File: src/rtl/mem_arb_pkg.sv
// rtl/mem_arb_pkg.sv - shared types and constants for the unified memory port arbiter
// Purpose : FSM state and owner encodings plus counter widths used by mem_arb
//           and mem_arb_pick.
// Ports   : none (package).
// Config  : MEM_ARB_RR_EN (used by mem_arb / mem_arb_pick, not here).
package mem_arb_pkg;

  typedef enum logic {
    IDLE    = 1'b0,
    RD_WAIT = 1'b1
  } state_e;

  typedef enum logic {
    M0 = 1'b0,
    M1 = 1'b1
  } owner_e;

  // Holds RD_LAT (1..7).
  localparam int LAT_W    = 3;
  // Holds STARVE_MAX (1..255).
  localparam int STARVE_W = 8;

endpackage

File: src/rtl/mem_arb_pick.sv
// rtl/mem_arb_pick.sv - combinational winner select for the two-master arbiter
// Purpose : Picks which master owns the memory port this cycle.
// Ports   : m0_req, m1_req      - raw requests
//           starve_cnt          - lost-arbitration count of m1 (fixed priority build)
//           last_granted        - most recent grantee (MEM_ARB_RR_EN build)
//           winner, valid       - selected master and "someone wins"
// Config  : MEM_ARB_RR_EN selects strict round-robin instead of CPU priority.
import mem_arb_pkg::*;

module mem_arb_pick
`ifndef MEM_ARB_RR_EN
  #(parameter int STARVE_MAX = 8)
`endif
(
  input  logic                m0_req,
  input  logic                m1_req,
`ifdef MEM_ARB_RR_EN
  input  owner_e              last_granted,
`else
  input  logic [STARVE_W-1:0] starve_cnt,
`endif
  output owner_e              winner,
  output logic                valid
);

  always_comb begin
    valid  = m0_req || m1_req;
    winner = M0;
`ifdef MEM_ARB_RR_EN
    // On a tie the master that did not win last time goes first.
    if (m1_req && (!m0_req || last_granted == M0)) winner = M1;
`else
    // CPU wins ties unless m1 has lost STARVE_MAX times in a row.
    if (m1_req && (!m0_req || starve_cnt == STARVE_W'(STARVE_MAX))) winner = M1;
`endif
  end

endmodule

File: src/rtl/mem_arb.sv
// rtl/mem_arb.sv - two-master arbiter/sequencer for the unified instruction/data memory port
// Purpose : Serialises CPU (m0) and DMA/debug (m1) accesses onto one memory port,
//           tracks the single outstanding read and returns its data to the owner.
// Ports   : clk, rst                      - clock, async active-high reset
//           mX_req/we/adr/wdata           - master X command (held until mX_gnt)
//           mX_gnt                        - command accepted this cycle
//           mX_rvalid/rdata               - read data return (rdata 0 when not valid)
//           mem_en/we/adr/wdata, mem_rdata- memory port, read data RD_LAT cycles after command
//           busy                          - read outstanding
// Config  : MEM_ARB_RR_EN selects strict round-robin arbitration (no starvation counter).
import mem_arb_pkg::*;

module mem_arb #(
  parameter int AW         = 32,
  parameter int DW         = 32,
  parameter int RD_LAT     = 1,
  parameter int STARVE_MAX = 8
) (
  input  logic          clk,
  input  logic          rst,
  input  logic          m0_req,
  input  logic          m0_we,
  input  logic [AW-1:0] m0_adr,
  input  logic [DW-1:0] m0_wdata,
  output logic          m0_gnt,
  output logic          m0_rvalid,
  output logic [DW-1:0] m0_rdata,
  input  logic          m1_req,
  input  logic          m1_we,
  input  logic [AW-1:0] m1_adr,
  input  logic [DW-1:0] m1_wdata,
  output logic          m1_gnt,
  output logic          m1_rvalid,
  output logic [DW-1:0] m1_rdata,
  output logic          mem_en,
  output logic          mem_we,
  output logic [AW-1:0] mem_adr,
  output logic [DW-1:0] mem_wdata,
  input  logic [DW-1:0] mem_rdata,
  output logic          busy
);

  if (RD_LAT < 1 || RD_LAT > 7) begin : g_bad_rd_lat
    $error("mem_arb: RD_LAT out of range 1..7");
  end
  if (STARVE_MAX < 1 || STARVE_MAX > 255) begin : g_bad_starve_max
    $error("mem_arb: STARVE_MAX out of range 1..255");
  end

  state_e           r_state;
  state_e           w_next_state;
  logic [LAT_W-1:0] r_lat_cnt;
  owner_e           r_owner;
  owner_e           w_winner;
  logic             w_valid;
  logic             w_win_we;
  logic             w_rd_accept;

  assign w_win_we    = (w_winner == M1) ? m1_we : m0_we;
  assign w_rd_accept = (r_state == IDLE) && w_valid && !w_win_we;

`ifdef MEM_ARB_RR_EN
  owner_e r_last_granted;

  always_ff @(posedge clk or posedge rst) begin
    if (rst)                             r_last_granted <= M1;
    else if (r_state == IDLE && w_valid) r_last_granted <= w_winner;
  end

  mem_arb_pick u_pick (
    .m0_req       (m0_req),
    .m1_req       (m1_req),
    .last_granted (r_last_granted),
    .winner       (w_winner),
    .valid        (w_valid)
  );
`else
  logic [STARVE_W-1:0] r_starve_cnt;

  // Any IDLE cycle where m1 asks but is not granted means m0 took the port.
  always_ff @(posedge clk or posedge rst) begin
    if (rst) begin
      r_starve_cnt <= '0;
    end else if (r_state == IDLE) begin
      if (!m1_req || w_winner == M1)
        r_starve_cnt <= '0;
      else if (r_starve_cnt != STARVE_W'(STARVE_MAX))
        r_starve_cnt <= r_starve_cnt + STARVE_W'(1);
    end
  end

  mem_arb_pick #(.STARVE_MAX(STARVE_MAX)) u_pick (
    .m0_req     (m0_req),
    .m1_req     (m1_req),
    .starve_cnt (r_starve_cnt),
    .winner     (w_winner),
    .valid      (w_valid)
  );
`endif

  // State register
  always_ff @(posedge clk or posedge rst) begin
    if (rst) r_state <= IDLE;
    else     r_state <= w_next_state;
  end

  // Next-state logic
  always_comb begin
    w_next_state = r_state;
    case (r_state)
      IDLE:    if (w_rd_accept) w_next_state = RD_WAIT;
      RD_WAIT: if (r_lat_cnt == LAT_W'(1)) w_next_state = IDLE;
      default: w_next_state = IDLE;
    endcase
  end

  // Read bookkeeping: who owns the outstanding read and how long until data.
  always_ff @(posedge clk or posedge rst) begin
    if (rst) begin
      r_lat_cnt <= '0;
      r_owner   <= M0;
    end else if (r_state == IDLE) begin
      if (w_rd_accept) begin
        r_owner   <= w_winner;
        r_lat_cnt <= LAT_W'(RD_LAT);
      end
    end else begin
      r_lat_cnt <= r_lat_cnt - LAT_W'(1);
    end
  end

  // Outputs are forced low while rst is high so a mid-cycle reset takes effect at once.
  always_comb begin
    m0_gnt    = 1'b0;
    m1_gnt    = 1'b0;
    m0_rvalid = 1'b0;
    m1_rvalid = 1'b0;
    m0_rdata  = '0;
    m1_rdata  = '0;
    mem_en    = 1'b0;
    mem_we    = 1'b0;
    mem_adr   = '0;
    mem_wdata = '0;
    busy      = 1'b0;
    if (!rst) begin
      case (r_state)
        IDLE: begin
          if (w_valid) begin
            mem_en = 1'b1;
            if (w_winner == M1) begin
              m1_gnt    = 1'b1;
              mem_we    = m1_we;
              mem_adr   = m1_adr;
              mem_wdata = m1_wdata;
            end else begin
              m0_gnt    = 1'b1;
              mem_we    = m0_we;
              mem_adr   = m0_adr;
              mem_wdata = m0_wdata;
            end
          end
        end
        RD_WAIT: begin
          busy = 1'b1;
          if (r_lat_cnt == LAT_W'(1)) begin
            if (r_owner == M1) begin
              m1_rvalid = 1'b1;
              m1_rdata  = mem_rdata;
            end else begin
              m0_rvalid = 1'b1;
              m0_rdata  = mem_rdata;
            end
          end
        end
        default: ;
      endcase
    end
  end

endmodule

File: config.mk
export PLATFORM = sky130hd
export DESIGN_NAME = mem_arb
export DESIGN_NICKNAME = d
export VERILOG_FILES = /design/src/rtl/mem_arb_pkg.sv /design/src/rtl/mem_arb_pick.sv /design/src/rtl/mem_arb.sv
export SDC_FILE = /design/constraint.sdc
export NUM_CORES = 1
export LEC_CHECK = 0
export BUFFER_PORTS_ARGS = -buffer_cell sky130_fd_sc_hd__buf_2
export CAP_MARGIN = 20
export CORE_AREA = 2 2 118 120
export CTS_CLUSTER_DIAMETER = 50
export DETAILED_ROUTE_END_ITERATION = 7
export DIE_AREA = 0 0 120 122
export HOLD_SLACK_MARGIN = 0.15
export PLACE_DENSITY = 0.59
export SLEW_MARGIN = 30
export SYNTH_ARGS = -nofsm -noshare
export SYNTH_HDL_FRONTEND = slang
export SYNTH_SLANG_ARGS = --single-unit
File: constraint.sdc
create_clock -name clk -period 1.85 [get_ports clk]
set_input_delay 0.37 -clock clk [delete_from_list [all_inputs] [get_ports clk]]
set_output_delay 0.37 -clock clk [all_outputs]
set_load 0.01 [all_outputs]
# == After elaboration in Yosys (flattened, before gate mapping) ==
# Index checks and enable logic that the tools add are counted.
# totals
ff_bits,13
input_bits,166
output_inout_bits,135
wordCells,72
# classes
addsub,2
eq_ne,3
mux,49
bitwise_logic,1
n_reduce_logical,13
# ops
cell,n
$mux W32,16
$mux W1,28
$mux W8,2
$add A8 B1 Y8 const B,1
$eq A8 B4 Y1 const B,1
$ne A8 B4 Y1 const B,1
$mux W3,2
$reduce_and A2 Y1,2
$reduce_bool A2 Y1,2
$eq A3 B1 Y1 const B,1
$logic_and A1 B1 Y1,3
$logic_not A1 Y1,3
$logic_or A1 B1 Y1,3
$sub A3 B1 Y3 const B,1
$pmux W1 S2,1
$not A1 Y1,1

# == Depth between registers and ports, before layout ==
# Gate-level depths: netlist of run 1.
# logic_depth
ltp_word,9
depth_mapped,8
depth_no_buf,6

# == By module ==
# From an unflattened synthesis of run 1, not the netlist that was laid out.
# hier_totals
cells_unflattened,305
hier_area_um2,2205.9
# modules_own_cells
mod,n_inst,cells_per_inst,area_per_inst_um2,seq_area_each_um2
mem_arb,1,300,2160.8,325.3
mem_arb_pick,1,5,45.0,0.0

# == Worst setup path before layout of run 1 ==
# OpenSTA, ideal clock, no wires.
# synth_path
path_kind,register to output
startpoint,register r_starve_cnt[0]
endpoint,output port mem_adr[10]
arrival_ns,1.588
required_time_ns,1.480
path_slack_ns,-0.108
stages_incl_launch_ff,9
path_buffers,2
path_cell_list,dfrtp_1 -> inv_1 -> ha_1 -> nor4b_4 -> a21oi_1 -> nor3_2 -> buf_4 -> buf_6 -> a22o_1
# synth_via
elab_chain_len,8
# synth_lines
item,line_no,rtl
from (decl),mem_arb.sv:78,logic [STARVE_W-1:0] r_starve_cnt;
from (signal assigned),mem_arb.sv:88,r_starve_cnt <= r_starve_cnt + STARVE_W'(1);
$eq A8 B4 Y1,mem_arb_pick.sv:34,if (m1_req && (!m0_req || starve_cnt == STARVE_W'(STARVE_MAX))) winner = M1;
$logic_or A1 B1 Y1,mem_arb_pick.sv:34,
$logic_and A1 B1 Y1,mem_arb_pick.sv:34,
$mux W1,mem_arb_pick.sv:34,
$mux W32,mem_arb.sv:150,if (w_winner == M1) begin
$mux W32,mem_arb.sv:148,if (w_valid) begin
$mux W32,mem_arb.sv:146,case (r_state)
$mux W32,mem_arb.sv:145,if (!rst) begin
to (decl),mem_arb.sv:37,"output logic [AW-1:0] mem_adr,"
# Every way passes these cells.

# == Final worst setup path of run 1 ==
# layout_path
startpoint,register r_starve_cnt[0]
endpoint,output port mem_adr[24]
# The elaborated chain is that of the path after synthesis.

==> results of run 1 <==
==> kinds of logic after synthesis <==
| kind of cell | Yosys count |
|---|---|
| adders and majority gates | 4 |
| DFF | 13 |
| AOI/OAI and AO/OA | 77 |
| and+or+nand+nor | 102 |
| buffers and inverters | 27 |
| muxes | 1 |
| xor gates and xnor gates | 8 |
==> through the flow <==
step	cells	power, mW	util, %
detailed placement	722	2.19	28.0
global route	746	3.43	35.7
CTS	744	3.06	32.7
floorplan	232	1.31	-
finish	747	3.21	35.7
global placement	722	2.19	28.0
==> per-layer routing <==
layer | vias up | global-route usage, %
li1 | 1506 | -
met1 | 1525 | 20.3
met2 | 178 | 25.6
met3 | 10 | 5.76
met4 | 2 | 2.06
met5 | - | 0
==> critical path, stage by stage (launching register included) <==
cell,delay [ps]
dfrtp_1,380
inv_1,60
ha_1,130
nor4b_4,210
a21oi_2,120
nor3_4,200
buf_12,240
a22o_1,200
buf_2,140
==> cell type report <==
class,instances,share of cell area (%)
timing repair buffer,349,52.6
multi-input combinational,192,33.7
sequential,13,6.74
tap,180,4.67
clock buffer,4,1.63
inverter,6,0.467
antenna,3,0.156
==> worst max path at each step <==
stage | cells past startpoint | end | slack, ps
after floorplan | 8 | mem_adr[10] | -90
after global placement | 8 | mem_adr[10] | -220
after detailed placement | 8 | mem_adr[10] | -240
after CTS | 9 | mem_adr[10] | -470
after global routing | 9 | mem_adr[10] | -580
final | 8 | mem_adr[24] | -470
==> report_power, final <==
group	switching (mW)	total (mW)	internal (mW)
Clock	0.124	0.415	0.291
Combinational	1.06	2.36	1.30
Sequential	0.0712	0.436	0.365
Total	1.25	3.21	1.96
==> state kept, by name, summed over array words and instances, names as in the netlist <==
register      cells
r_lat_cnt         3
r_owner           1
r_starve_cnt      8
r_state           1
==> what timing repair did <==
item	4_1_cts	5_1_grt
resized for setup	72	112
cloned	7	2
pin swaps	19	48
buffers inserted	11	4
endpoints found under the setup margin	133	137
==> cells in the final DEF, fill, tap and decap left out, drive strengths merged, types with 2 or more instances in the layout <==
master and count:
nor2b 3, a22o 64, diode 3, xnor2 3, nor2 15, o21ai 2
nor3b 2, a21oi 3, inv 6, nand2 6, clkbuf 5, a21o 2
buf 348, nor3 3, and2 65, dfrtp 13, a211oi 3, xor2 5
ha 4, and4bb 2
==> qor.csv, run 1 <==
metric,value,unit
capturing element type of the critical path,output pin,
clk slew on worst S/H paths,50,ps
global placer's final weighted congestion,0.848,
post-synthesis sequential area ratio,17.3,%
outcome,finished with violations,
peak supply drop,0.000322,V
most frequent cells after synthesis,"and2_1 (65), a22o_1 (64), nor2_1 (15)",
worst-margin pin slew,564,ps
Worst Reg-to-Reg Cells,8,
synth unique cells,34,
Worst Setup SP,r_starve_cnt[0],
crit path time final,2320,ps
ys flop type,dfrtp_1,
post-synthesis mux area share,0.533,%
vias in the first global route,2893,
largest cells by area after synthesis,"a22o_1 (30%), and2_1 (22%), dfrtp_1 (17%), buf_6 (3.0%), nor2_1 (3.0%)",
finished layout cell area,4830,um2
XOR/XNOR share of the synthesized area,3.73,%
synthesized area per cell,8.10,um2
final setup skew,2.84,ps
setup TNS,-44930,ps
uppermost layer routed,met5,
# fillers,1412,
FF-to-FF End,r_lat_cnt[0],
"Async S/R FF share, synth",100,%
met3 wire length,1420,um
Die H,122,um
Synth Instances,232,
Post-synth EDFFs,0,
insertion delay to the later sink of the worst-skew pair,240,ps
crit path max fanout,44,
failing checks,setup timing,
synth-to-layout area growth,157,%
Min Hold Slack,358,ps
R2R Setup Slk,130,ps
Top Ports,301,
Max Cap Violations,0,
setup ws final,-473,ps
Storage cell area,325,um2
CP startpoint kind,flip-flop,
DR WL met2,6960,um
period utilisation layout,126,%
RSZ-0062 raised after global routing,yes,
post-synth top area share,29.8,%
Initial Utilization,13.9,%
placed standard-cell area,3780,um2
Starting DRT DRC Count,107,
Synth area leader,a22o_1,
CP Data Arrival Time,1950,ps
DRC viols,0,
Static Leak,2.64,nW
DRT Pass-1 Iters,4,
Root Buffer,clkbuf_16,
Tot GR Track Use,15.7,%
CTS tree,yes,
H-tree depth,1,
register bit count reported by yosys,13,
first-pass GRT wire length,17400,um
Post-CTS Hold Fix Bufs,0,
DR WL/cell,18.7,um
I/O Buffers,300,
Compound-Gate Fraction of Synth Area,34.6,%
Max Freq,0.431,GHz
Post-Route WL,14000,um
CTS Buffer Depth,2,
critical path class,reg2out,
Synth Net Count,402,
"antenna viol nets, final",0,
main combinational cell family by area after synthesis,compound AO/OA/AOI/OAI gates,
num rows,43,
antenna violations before repair,4,
Post-DP HPWL,10200,um
Die Area,14600,um2
Post-Place Worst Slack,-237,ps
Core ar.,13500,um2
area of the mapped netlist,1880,um2
multi-input gate area in the final layout,1630,um2
largest net degree at the start of global routing,46,
reg2reg start,r_starve_cnt[0],
TritonCTS buffer count,3,
Yosys warning count,0,
Required @ worst endpoint,1480,ps
share of layout cells above drive strength 1,75.9,%
"count leader, synth",and2_1,
detailed-route via count,3221,
"Slew Viols, Final",0,
met1 wire length,5410,um
Overflow after GRT,0,
area share of and/or/nand/nor cells after synthesis,33.0,%
"Setup violations, final",133,
Hold WC Path Type,in2async,
CTS sink cnt,13,
nets@finish,735,
vias per inst,4.31,
Die Width,120,um
Fin. Hold Viols,0,
Synth Area in Adders,2.66,%
max_slew headroom,62.3,%
pwr dens,665,nW/um2
Power figures use the tool's default switching activity.
==> run 2: changes to the inputs <==
==> constraint.sdc (replaced) <==
create_clock -name clk -period 1.85 [get_ports clk]
set_input_delay 0.0925 -clock clk [delete_from_list [all_inputs] [get_ports clk]]
set_output_delay 0.0925 -clock clk [all_outputs]
set_load 0.01 [all_outputs]
==> run 2 against run 1 <==
The flow still finishes with violations (setup timing). Critical endpoint is now mem_adr[2]. Critical path depth up 2. Critical path type unchanged. Largest cell class unchanged. Sequential power about the same. Largest power group unchanged. Highest routed layer unchanged. Wire length down 2.5%.
==> qor.csv, run 2 (same netlist as run 1, synthesis figures left out) <==
metric,value,unit,change
Top Registers,"r_starve_cnt (8), r_lat_cnt (3)",,unchanged
period utilisation layout,115,%,was 126%
crit path max fanout,5,,was 44
DR WL/cell,18.6,um,was 18.7 um
Worst Reg-to-Reg Cells,8,,unchanged
"Slew Viols, Final",0,,unchanged
crit path to,mem_adr[2],,was mem_adr[24]
CP dominant cell by count,buf_12,,
DRC viols,0,,unchanged
TritonCTS buffer count,3,,unchanged
Fin. Hold Viols,0,,unchanged
# fillers,1437,,was 1412
FF-to-FF End,r_lat_cnt[0],,unchanged
Die Area,14600,um2,unchanged
largest net degree at the start of global routing,34,,was 46
detailed-route via count,3138,,was 3221
pwr dens,657,nW/um2,was 665 nW/um2
nets@finish,722,,was 735
Largest register FFs,8,,unchanged
crit path time final,2130,ps,was 2320 ps
synth-to-layout area growth,143,%,was 157%
RSZ-0062 raised after global routing,yes,,unchanged
Total Power,3.00,mW,was 3.21 mW
Storage cell area,325,um2,unchanged
antenna violations before repair,1,,was 4
worst path cell trace,"inv_1, ha_1, nor4b_4, a21oi_2, nor3_4, buf_12, buf_6, buf_12, a22o_1, buf_2",,"was inv_1, ha_1, nor4b_4, a21oi_2, nor3_4, buf_12, a22o_1, buf_2"
outcome,finished with violations,,unchanged
slowest library cell on the worst path,dfrtp_1,,unchanged
Core ar.,13500,um2,unchanged
setup TNS,-14370,ps,was -44930 ps
CP bufs+invs,5,,was 3
CP Data Arrival Time,2040,ps,was 1950 ps
Max Freq,0.470,GHz,was 0.431 GHz
worst-margin pin slew,480,ps,was 564 ps
hold depth,3,,
Die Width,120,um,unchanged
Die H,122,um,unchanged
"antenna viol nets, final",0,,unchanged
setup ws final,-279,ps,was -473 ps
Tot GR Track Use,14.5,%,was 15.7%
critical path depth,10,,was 8
worst hold path startpoint,m1_we,,
peak supply drop,0.000294,V,was 0.000322 V
"commonest non-fill, non-tap cell in the layout",buf_2,,unchanged
first-pass GRT wire length,16100,um,was 17400 um
Post-Route WL,13600,um,was 14000 um
vias in the first global route,2680,,was 2893
"Setup violations, final",66,,was 133
placed standard-cell area,3640,um2,was 3780 um2
Root Buffer,clkbuf_16,,unchanged
# diodes,0,,was 3
DRT Pass-1 Iters,7,,was 4
Hold WC Path Type,in2reg,,was in2async
H-tree depth,1,,unchanged
Overflow after GRT,0,,unchanged
most frequent cells in the layout,"buf_2 (262), a22o_1 (62), buf_6 (44)",,"was buf_2 (219), buf_6 (89), a22o_1 (64)"
I/O Buffers,300,,unchanged
insertion delay to the later sink of the worst-skew pair,240,ps,about the same
critical path's largest stage delay,380,ps,about the same
Initial Utilization,13.9,%,unchanged
max_slew headroom,68.0,%,was 62.3%
failing checks,setup timing,,unchanged
most flop-heavy register,r_starve_cnt,,unchanged
reg2reg start,r_starve_cnt[0],,unchanged
placed cells,704,,was 722
CP startpoint kind,flip-flop,,unchanged
R2R Setup Slk,110,ps,was 130 ps
share of layout cells above drive strength 1,69.9,%,was 75.9%
finished layout cell area,4560,um2,was 4830 um2
num rows,43,,unchanged
CTS tree,yes,,unchanged
Max Cap Violations,0,,unchanged
multi-input gate area in the final layout,1570,um2,was 1630 um2
CTS Buffer Depth,2,,unchanged
Required @ worst endpoint,1760,ps,was 1480 ps
CTS sink cnt,13,,unchanged
capturing element type of the critical path,output pin,,unchanged
clk slew on worst S/H paths,40,ps,was 50 ps
Static Leak,2.57,nW,was 2.64 nW
Worst Setup SP,r_starve_cnt[0],,unchanged
global placer's final weighted congestion,0.800,,was 0.848
final setup skew,2.90,ps,was 2.84 ps
fin cells,731,,was 747
vias per inst,4.29,,was 4.31
Post-DP HPWL,9540,um,was 10200 um
Starting DRT DRC Count,142,,was 107
Top Ports,301,,unchanged
critical path class,reg2out,,unchanged
Top delay family on crit path,buffers and inverters,,unchanged
[run 2: per-layer routing]
metal | routed length [um] | GRT usage, %
met3 | 1020 | 3.32
met4 | 147 | 2.94
met1 | 5200 | 17.6
met5 | 13 | 0
met2 | 7250 | 26.2
[run 2: where the power goes]
group | switching (mW) | internal (mW) | leakage [nW] | total [mW]
clock network | 0.115 | 0.290 | 0.0382 | 0.405
logic | 0.995 | 1.16 | 2.36 | 2.15
registers | 0.0721 | 0.366 | 0.169 | 0.438
[run 2: how the worst min path moves through the flow]
| stage | end | slack (ps) |
|---|---|---|
| 2_1_floorplan | r_lat_cnt[0] | -30 |
| 3_3_place_gp | r_lat_cnt[0] | 240 |
| 3_5_place_dp | r_starve_cnt[6] | 240 |
| 4_1_cts | r_lat_cnt[2] | 220 |
| 5_1_grt | r_lat_cnt[2] | 250 |
| 6_report | r_lat_cnt[2] | 210 |
[run 2: timing repair]
action | in CTS | in global routing
hold buffers | 2 | 0
setup endpoints to repair | 66 | 132
setup buffers | 5 | 2
cloned | 5 | 9
gates resized for setup | 16 | 79
pin swaps | 0 | 31
endpoints found under the hold margin | 14 | 0
[run 2: final cells by class]
cell class | instances | share of cell area, %
inverters | 6 | 0.494
repair buffers | 336 | 51.3
clock buffers | 4 | 1.73
multi-input cells | 192 | 34.4
well taps | 180 | 4.94
flip-flops and latches | 13 | 7.13
[run 2: worst register-to-register path, stage by stage (launching register included)]
cell and delay (ps):
dfrtp_1 350, inv_1 50, ha_1 190, nor4b_4 130
buf_4 150, buf_6 120, a21o_1 180, a211oi_4 330
o21a_1 170
[run 2: through the flow]
step	hold WS (ps)	util [%]	setup slack (ps)
after global routing	247	33.8	-388
after floorplan	-30.5	-	170
final	206	33.8	-279
after CTS	217	29.5	-280
after global placement	242	27.0	-24.0
after detailed placement	242	27.0	-8.85
==> run 3: changes to the inputs <==
--- a/config.mk
+++ b/config.mk
@@ -12,7 +12,7 @@
 export DETAILED_ROUTE_END_ITERATION = 7
 export DIE_AREA = 0 0 120 122
 export HOLD_SLACK_MARGIN = 0.15
-export PLACE_DENSITY = 0.59
+export PLACE_DENSITY = 0.58
 export SLEW_MARGIN = 30
 export SYNTH_ARGS = -nofsm -noshare
 export SYNTH_HDL_FRONTEND = slang
==> constraint.sdc (replaced) <==
create_clock -name clk -period 2.45 [get_ports clk]
set_input_delay 0.1225 -clock clk [delete_from_list [all_inputs] [get_ports clk]]
set_output_delay 0.1225 -clock clk [all_outputs]
set_load 0.01 [all_outputs]
==> run 3 against run 2 <==
Cell count decreased by 3.6%. Die area is the same. Combinational power decreased by 47%. Via count fell by 5.7%. The flow now finishes without violations. Largest power group unchanged. Design area is 20% lower. Non-clock buffer count is 28 lower. Critical endpoint is now mem_adr[5]. Worst hold slack got worse by 49 ps. Critical path type unchanged. Global-route usage is 1.5 points lower. Clock power decreased by 23%.
==> qor.csv, run 3 (same netlist as run 1, synthesis figures left out) <==
metric,value,unit,change
outcome,finished clean,,was finished with violations
largest net degree at the start of global routing,66,,was 34
DRT Pass-1 Iters,4,,was 7
share of layout cells above drive strength 1,61.0,%,was 69.9%
crit path max fanout,65,,was 5
synth-to-layout area growth,95.4,%,was 143%
nets@finish,694,,was 722
TritonCTS buffer count,3,,unchanged
setup ws final,236,ps,was -279 ps
num rows,43,,unchanged
Fin. Hold Viols,0,,unchanged
"commonest non-fill, non-tap cell in the layout",buf_2,,unchanged
global placer's final weighted congestion,0.807,,was 0.800
"Slew Viols, Final",0,,unchanged
Static Leak,2.25,nW,was 2.57 nW
CP Data Arrival Time,2090,ps,was 2040 ps
Required @ worst endpoint,2330,ps,was 1760 ps
Max Freq,0.452,GHz,
insertion delay to the later sink of the worst-skew pair,240,ps,about the same
CP startpoint kind,flip-flop,,unchanged
H-tree depth,1,,unchanged
Top Registers,"r_starve_cnt (8), r_lat_cnt (3)",,unchanged
"antenna viol nets, final",0,,unchanged
Total Power,1.82,mW,was 3.00 mW
DRC viols,0,,unchanged
first-pass GRT wire length,14800,um,was 16100 um
RSZ-0062 raised after global routing,no,,was yes
Post-Place Worst Slack,372,ps,was -8.85 ps
CTS tree,yes,,unchanged
vias in the first global route,2612,,was 2680
most flop-heavy register,r_starve_cnt,,unchanged
Tot GR Track Use,13.0,%,was 14.5%
CTS sink cnt,13,,unchanged
clk slew on worst S/H paths,50,ps,was 40 ps
Hold WC Path Type,in2reg,,unchanged
Initial Utilization,13.9,%,unchanged
CTS Buffer Depth,2,,unchanged
Max Cap Violations,0,,unchanged
period utilisation layout,90.4,%,
capturing element type of the critical path,output pin,,unchanged
antenna violations before repair,9,,was 1
peak supply drop,0.000242,V,was 0.000294 V
Core ar.,13500,um2,unchanged
"Setup violations, final",0,,was 66
Starting DRT DRC Count,125,,was 142
Die Area,14600,um2,unchanged
Die Width,120,um,unchanged
detailed-route via count,2959,,was 3138
Largest register FFs,8,,unchanged
most frequent cells in the layout,"buf_2 (300), and2_1 (65), a22o_1 (64)",,"was buf_2 (262), a22o_1 (62), buf_6 (44)"
Overflow after GRT,0,,unchanged
Post-Route WL,10800,um,was 13600 um
critical path class,reg2out,,unchanged
setup TNS,0,ps,was -14370 ps
DR WL/cell,15.3,um,was 18.6 um
final setup skew,5.47,ps,was 2.90 ps
worst-margin pin slew,551,ps,was 480 ps
crit path time final,2210,ps,
Root Buffer,clkbuf_16,,unchanged
Top Ports,301,,unchanged
Die H,122,um,unchanged
I/O Buffers,300,,unchanged
vias per inst,4.20,,was 4.29
max_slew headroom,63.3,%,was 68.0%
pwr dens,495,nW/um2,was 657 nW/um2
Post-DP HPWL,9160,um,was 9540 um
-- run 3: cell types whose count changed in the layout (fill, tap and decap cells not counted), moves of 2 or more --
cell / change
a22o_4: -2
buf_4: -5
buf_16: -5
buf_2: +38
diode_2: +2
and2_4: -32
buf_6: -44
clkbuf_16: -8
and2_1: +32
buf_12: -3
a22o_1: +2
-- run 3: metal layers --
metal	vias up	routed length [um]	global-route usage [%]
li1	1421	-	-
met1	1335	4510	17.2
met2	181	4760	20.1
met3	14	1410	5.62
met4	8	76	1.84
met5	-	55	0
-- run 3: per-stage QoR --
stage               instance area [um2]  util, %  hold WS [ps]  cells
CTS                                3660     27.1           154    702
floorplan                          1880        -        -0.541    232
finish                             3670     27.2           156    705
global placement                   3570     26.4           262    697
global route                       3660     27.1           186    703
detailed placement                 3570     26.4           267    697
-- run 3: repair_timing --
item	4_1_cts	5_1_grt
hold buffers	1	0
setup buffers	0	1
hold endpoints to repair	13	0
gates resized for setup	0	0
setup endpoints to repair	0	2
-- run 3: path summary, 6_finish.rpt --
check / start / endpoint / slack (ps) / cells after the start
max: r_starve_cnt[2] / mem_adr[5] / 240 / 6
min: m0_we / r_owner / 160 / 3
max reg2reg: r_starve_cnt[0] / r_lat_cnt[0] / 690 / 7
min reg2reg: r_lat_cnt[2] / r_lat_cnt[2] / 530 / 2
max in group asynchronous: rst / r_starve_cnt[7] / 1560 / 3
min in group asynchronous: rst / r_starve_cnt[1] / 540 / 3
-- run 3: cell type report --
class | count | area, um2
tap | 180 | 225
timing repair buffer | 308 | 1590
multi-input combinational | 192 | 1420
antenna | 2 | 5.00
clock buffer | 3 | 75.1
inverter | 6 | 22.5
clock inverter | 1 | 5.00
fill | 1501 | 9830
sequential | 13 | 325
-- run 3: critical path, stage by stage, from the launching register on --
cell and delay (ps):
dfrtp_1 440, and4bb_2 400, a21oi_1 140, nor3_4 170, buf_12 290, a22o_1 220
buf_2 150
-- run 3: power breakdown --
group	total (mW)	switching, mW	internal, mW
Combinational	1.15	0.587	0.561
Clock	0.312	0.0947	0.217
Sequential	0.357	0.0810	0.276
